## src/rtl/game_fsm.sv

```systemverilog
// Game flow controller: menu, play, death delay and end screen.
// Optional timed return from the end screen: define GAME_FSM_AUTO_RETURN_EN.
module game_fsm #(
    parameter int unsigned DEATH_DELAY_FRAMES = 60,
    parameter int unsigned AUTO_RETURN_FRAMES = 240
) (
    input  logic       clk,
    input  logic       rst,
    input  logic       game_start,
    input  logic       back_to_menu,
    input  logic [1:0] class_req,
    input  logic       class_req_valid,
    input  logic       player_hp_zero,
    input  logic       boss_hp_zero,
    input  logic       frame_tick,
    output logic [1:0] game_active,
    output logic [1:0] char_class,
    output logic       game_won,
    output logic       game_reset
);

    typedef enum logic [1:0] {
        S_MENU,
        S_PLAY,
        S_DYING,
        S_OVER
    } state_t;

    localparam logic [7:0] DEATH_LAST = 8'(DEATH_DELAY_FRAMES - 1);

    state_t     r_state;
    logic [7:0] r_cnt;
    logic [1:0] r_active;
    logic [1:0] r_class;
    logic       r_won;
    logic       r_reset;

    logic w_class_ok;
    logic w_leave_over;

    assign w_class_ok = class_req_valid && (class_req != 2'd0);

`ifdef GAME_FSM_AUTO_RETURN_EN
    localparam logic [7:0] AUTO_LAST = 8'(AUTO_RETURN_FRAMES - 1);
    logic w_auto_done;
    assign w_auto_done  = frame_tick && (r_cnt == AUTO_LAST);
    // A coincident button press and timeout collapse into one return
    assign w_leave_over = back_to_menu || w_auto_done;
`else
    logic w_unused_cfg;
    assign w_unused_cfg = AUTO_RETURN_FRAMES[0];
    assign w_leave_over = back_to_menu;
`endif

    always_ff @(posedge clk) begin
        if (rst) begin
            r_state  <= S_MENU;
            r_cnt    <= 8'd0;
            r_active <= 2'd0;
            r_class  <= 2'd0;
            r_won    <= 1'b0;
            r_reset  <= 1'b0;
        end else begin
            r_reset <= 1'b0;
            case (r_state)
                S_MENU: begin
                    if (w_class_ok) begin
                        r_class <= class_req;
                    end
                    // Start is judged on the class held before this edge
                    if (game_start && (r_class != 2'd0)) begin
                        r_state  <= S_PLAY;
                        r_active <= 2'd1;
                        r_reset  <= 1'b1;
                    end
                end
                S_PLAY: begin
                    if (player_hp_zero || boss_hp_zero) begin
                        r_state <= S_DYING;
                        r_cnt   <= 8'd0;
                        r_won   <= ~player_hp_zero;
                    end
                end
                S_DYING: begin
                    if (frame_tick) begin
                        if (r_cnt == DEATH_LAST) begin
                            r_state  <= S_OVER;
                            r_active <= 2'd2;
                            r_cnt    <= 8'd0;
                        end else begin
                            r_cnt <= r_cnt + 8'd1;
                        end
                    end
                end
                S_OVER: begin
                    if (w_leave_over) begin
                        r_state  <= S_MENU;
                        r_active <= 2'd0;
                        r_class  <= 2'd0;
                        r_won    <= 1'b0;
                        r_cnt    <= 8'd0;
                    end else if (frame_tick) begin
                        r_cnt <= r_cnt + 8'd1;
                    end
                end
                default: begin
                    r_state  <= S_MENU;
                    r_active <= 2'd0;
                end
            endcase
        end
    end

    assign game_active = r_active;
    assign char_class  = r_class;
    assign game_won    = r_won;
    assign game_reset  = r_reset;

endmodule

```

## config.mk

```make
export PLATFORM = sky130hd
export DESIGN_NAME = game_fsm
export DESIGN_NICKNAME = d
export VERILOG_FILES = /design/src/rtl/game_fsm.sv
export SDC_FILE = /design/constraint.sdc
export NUM_CORES = 1
export LEC_CHECK = 0
export ABC_AREA = 0
export BUFFER_PORTS_ARGS = -buffer_cell sky130_fd_sc_hd__clkbuf_2
export CAP_MARGIN = 20
export CORE_UTILIZATION = 45
export DETAILED_ROUTE_END_ITERATION = 7
export HOLD_SLACK_MARGIN = 0.12
export PLACE_DENSITY = 0.67
export SLEW_MARGIN = 5
export SYNTH_ARGS = -nofsm -noshare
export SYNTH_HDL_FRONTEND = slang
export SYNTH_SLANG_ARGS = --single-unit
```

## constraint.sdc

```tcl
create_clock -name clk -period 2.75 [get_ports clk]
set_input_delay 0.1375 -clock clk [delete_from_list [all_inputs] [get_ports clk]]
set_output_delay 0.1375 -clock clk [all_outputs]
set_load 0.05 [all_outputs]
```

# Yosys cells after proc, flatten, opt, wreduce, memory -nomap -nowiden
# Cells that the tools add are included.
[classes]
reduce_logical = 16
mux = 21
order_cmp = 0
shifts = 0
div_mod_pow = 0
n_eq_ne = 11
n_addsub = 1
mul = 0
bitwise = 2
[op_table]
columns = ["operator", "n"]
rows = [
  ["two-way mux 8 bit", 5],
  ["one-hot mux 8 bit (3 select lines)", 1],
  ["two-way mux 2 bit", 8],
  ["inequality test 2 bit (second input constant)", 6],
  ["AND reduction 5 bit", 2],
  ["adder 8 x 1 -> 8 bit (second input constant)", 1],
  ["== test 8 x 6 -> 1 bit (second input constant)", 1],
  ["one-hot mux 2 bit (4 select lines)", 1],
  ["nonzero test 2 bit", 4],
  ["one-hot mux 2 bit (3 select lines)", 1],
  ["AND reduction 3 bit", 2],
  ["nonzero test 3 bit", 2],
  ["== test 2 bit (second input constant)", 2],
  ["one-hot mux 2 bit (2 select lines)", 1],
  ["AND reduction 4 bit", 1],
  ["two-way mux 1 bit", 3],
  ["inequality test 3 bit (second input constant)", 1],
  ["== test 2 x 1 -> 1 bit (second input constant)", 1],
  ["logical AND 1 bit", 2],
  ["logical NOT 2 bit", 1],
  ["NOT 1 bit", 2],
  ["one-hot mux 1 bit (2 select lines)", 1],
  ["OR reduction 2 bit", 1],
  ["logical OR 1 bit", 1],
]
[word_totals]
memories = 0
ramBits = 0
register_bits = 16
latchBits = 0
rom_bits = 0
wordCells = 57
in_bits = 10

# Logic depth before layout (Yosys ltp)
[depth]
depth_word = 4
mapped_depth = 7

# Worst setup path before layout
# No wires, ideal clock.
[synth_path]
kind = "reg-to-reg"
startpoint = "register r_cnt[0]"
endpoint = "register r_active[0], in the netlist game_active[0]"
setup_ps = 67
path_stages_with_launch = 7
t_arrival_ps = 1772
period_less_slack_ps = 1840
n_path_buf = 0
setup_slack_ps = 910
t_required_ps = 2683
cell_sequence = "dfxtp_1 ha_1 or4b_4 o21ai_4 nand4b_2 or3_1 a21oi_2"
[synth_via]
elab_chain_cells = 3
[synth_rtl]
columns = ["item", "line_no", "rtl"]
rows = [
  ["start: declaration", "32", "logic [7:0] r_cnt;"],
  ["start signal: assignment", "91", "r_cnt <= r_cnt + 8'd1;"],
  ["start signal: assignment", "103", "r_cnt <= r_cnt + 8'd1;"],
  ["== test 8 x 6 -> 1 bit", "86", "if (r_cnt == DEATH_LAST) begin"],
  ["inequality test 2 bit (no line)", "-", ""],
  ["AND reduction 5 bit (no line)", "-", ""],
  ["end signal: assignment", "88", "r_active <= 2'd2;"],
  ["end signal: assignment", "98", "r_active <= 2'd0;"],
  ["end signal: assignment", "108", "r_active <= 2'd0;"],
  ["end: declaration", "33", "logic [1:0] r_active;"],
]
# Every way passes these cells.
# A chain may end at the register's enable or synchronous reset.

# Final worst setup path
[layout_path]
startpoint = "register r_state[0]"
endpoint = "register r_cnt[4]"
[layout_via]
elab_chain_cells = 3
word_cells_on_any_way = 9
classes_between = "6 x eq/ne; 1 x mux; 2 x reduce/logical"
[layout_rtl]
columns = ["item", "line_no", "rtl"]
rows = [
  ["start: declaration", "31", "state_t r_state;"],
  ["start signal: assignment", "57", "r_state <= S_MENU;"],
  ["start signal: assignment", "72", "r_state <= S_PLAY;"],
  ["start signal: assignment", "79", "r_state <= S_DYING;"],
  ["== test 2 bit / == test 2 x 1 -> 1 bit (equally long branches)", "65", "case (r_state)"],
  ["inequality test 3 bit (no line), or another cell as far along", "-", ""],
  ["AND reduction 4 bit (no line)", "-", ""],
]
# Several ways; a longest one is shown, not always the timed one.

==> summary.txt <==
Worst setup path
  • Critical Path End Type: flip-flop
  • CP startpoint kind: flip-flop
  • Crit-path cells: inv_1 > ha_1 > o21ai_4 > a21oi_1 > nand3_1 > o31ai_1
  • CP startpoint: r_state[0]
  • Data required time of the worst path: 2.94 ns
  • Worst R2R Start: r_state[0]
  • Largest delay share family, worst path: compound AO/OA/AOI/OAI gates
  • CP Buf/Inv Count: 1
  • CP max-delay cell: a21oi_1
  • Setup CP Type: flip-flop to flip-flop
  • Worst Path Arrival: about 2.3 ns
  • Worst-path fanout max: 8
  • Slowest stage delay, CP: roughly 0.41 ns

Yosys
  • Top-count cell post-synth: dfxtp_1
  • Ys flop type: dfxtp_1
  • Cell area after synthesis: 877 µm²
  • Distinct cells, synth: 31
  • Dominant cell type by area after synthesis: dfxtp_1
  • Mapped Avg Cell Area: 8.77 µm²
  • Top cells by area, synth: dfxtp_1 (37%), ha_1 (8.6%), o21ai_0 (5.1%), mux2i_1 (4.6%), a21oi_1 (3.4%)
  • Syn. warnings: 0
  • Seq/Total Area, Yosys: ~37%
  • Share of the synthesized area in the top cell type: 36.5%
  • Post-synth EDFFs: 0
  • Post-synthesis register bit count: 16
  • List of most frequent post-synthesis cells: dfxtp_1 (16), o21ai_0 (9), nand2_1 (8), a21oi_1 (6), ha_1 (6)
  • Syn nets: around 120
  • Cells after Synth: 100
  • Post-synthesis async set-or-reset flop share: 0%

STA
  • Peak Freq: approximately 480 MHz
  • Worst-margin pin slew: ~0.55 ns
  • Hold Fails Final Rpt: 0
  • Rel. slew slack: 63.3%
  • Clk_skew: 0.00272 ns
  • Final worst path period share: roughly three quarters
  • Setup violators final: 0
  • RSZ-0062 raised after global routing: false
  • Total negative setup slack: 0 ns
  • Min Tclk post-route: 2.09 ns
  • Max Slew Vio Count: 0

Finish
  • Antenna cells: 0
  • Layout cells sized above 1: a little over a fifth
  • # fillers: 179
  • Reg area: 320 µm²
  • Multi-input gate area: 534 µm²
  • Final Util: 57.0%
  • Layout Nets: 135
  • Layout area overhead: 15.8%

Routing
  • Top Metal Used: met4
  • Vias: 746
  • Drt wl/cell: around 12 µm
  • DRT Wirelength: 1.70 mm
  • DR pass1 iterations: 4
  • Via/cell ratio: 5.22
  • Routed Antenna Nets: 0
  • WL met1: a little under 900 µm
  • WL met3: 58 µm
  • DR iter-0 viols: 15
  • Met2 Wirelength: 733 µm
  • Remaining DRCs: 0

Clock tree
  • Root Driver: clkbuf_4
  • CTS max path bufs: 2
  • Post-cts resize count: 0
  • # Post-CTS Setup Buffers: 0
  • H-tree lvl count: 1
  • Clock latency at the later pin of the worst-skew pair: just under 0.3 ns
  • Worst-path clk slew: 0.09 ns
  • TritonCTS Buffers: 3
  • CTS Hold Bufs: 0
  • Clock tree from TritonCTS: yes
  • Clk sinks: 16

Min path
  • Worst hold start: game_start
  • Hold crit path type: input pin to flip-flop

GRT
  • GRT Total Usage: a little under a fifth
  • Largest net degree at the start of global routing: 12
  • Initial antenna violation count: 0
  • Vias in the first global route: 649
  • Grt total ovfl: 0
  • First-pass GRT wire length: between 2 and 3 mm

Pwr
  • Worst VDD drop: just under 0.0004 V
  • P per Cell Area: 780 mW/mm²
  • P_leak: 0.000394 µW

Floorplan
  • Rows: 15
  • Core Area: 0.00178 mm²
  • Die H: 46.2 µm
  • Initial Util: about 49%
  • # IOs: 16
  • Die area: approximately 0.0021 mm²
  • Die X: ~46 µm

Placement
  • Hpwl dp: roughly 1.3 mm
  • Routability cong.: 0.777
  • Port bufs: 15

Job
  • Max cap viols: 0

Run status
  • Status: completed
## final cells by class
| type | count | area share, % |
|---|---|---|
| timing repair buffer | 15 | 7.39 |
| multi-input combinational | 78 | 52.6 |
| clock buffer | 4 | 3.57 |
| tap | 25 | 3.08 |
| sequential | 16 | 31.5 |
| inverter | 5 | 1.85 |
## flip-flops by register name, summed over array words and instances, names as in the netlist
signal,cells
r_cnt,8
char_class,2
game_active,2
r_state,2
game_reset,1
game_won,1
## routing by layer
| layer | GRT usage, % | vias to the layer above |
|---|---|---|
| li1 | - | 403 |
| met1 | 22.1 | 329 |
| met2 | 30.4 | 10 |
| met3 | 6.27 | 4 |
| met4 | 7.06 | 0 |
| met5 | 0 | - |
## final timing paths
path / endpoint / slack [ns] / cells after the start
worst max-delay path: r_cnt[4] / 0.66 / 6
worst max register to register: r_cnt[4] / 0.66 / 6
worst min-delay path: game_reset / 0.13 / 3
worst min register to register: game_active[0] / 0.47 / 2
## power breakdown
group,total (µW),internal (µW),leakage [µW],switching (µW)
clock,153,80.7,0.0000210,72.6
sequential,284,263,0.000130,21.1
combinational,356,127,0.000243,229
total,793,470,0.000394,323
## cells in the final DEF (no fill, tap or decap), drive strengths merged, types with 4 or more instances in the layout
cell type and count:
nand2 8, o21ai 10, clkbuf 19, inv 5, mux2i 4, nor2 5, a22oi 4, ha 6
dfxtp 16, a21oi 7, nand3 4
## per-stage QoR
step | worst slack, ns | hold slack (ns) | power (µW) | instances | instance area (µm²)
2_1_floorplan | 0.910 | 0.319 | 568 | 100 | 877
3_3_place_gp | 0.788 | 0.438 | 634 | 139 | 980
3_5_place_dp | 0.712 | 0.434 | 646 | 139 | 980
4_1_cts | 0.674 | 0.135 | 799 | 143 | 1020
5_1_grt | 0.473 | 0.151 | 846 | 143 | 1020
6_report | 0.660 | 0.130 | 793 | 143 | 1020
## logic make-up after synthesis
family / Yosys count / synth area share [%]
AOI/OAI and AO/OA: 30 / 22.7
adders and majority gates: 6 / 8.56
buffers and inverters: 6 / 2.57
DFF: 16 / 36.5
muxes: 4 / 4.57
and+or+nand+nor: 38 / 25.1
## tightest hold or removal path: cells and delay by family
family / cells / cell delay (ns)
and+or+nand+nor: 1 / 0.06
AOI/OAI and AO/OA: 1 / 0.10
buffers and inverters: 1 / 0.07
(Power assumes the default switching activity.)
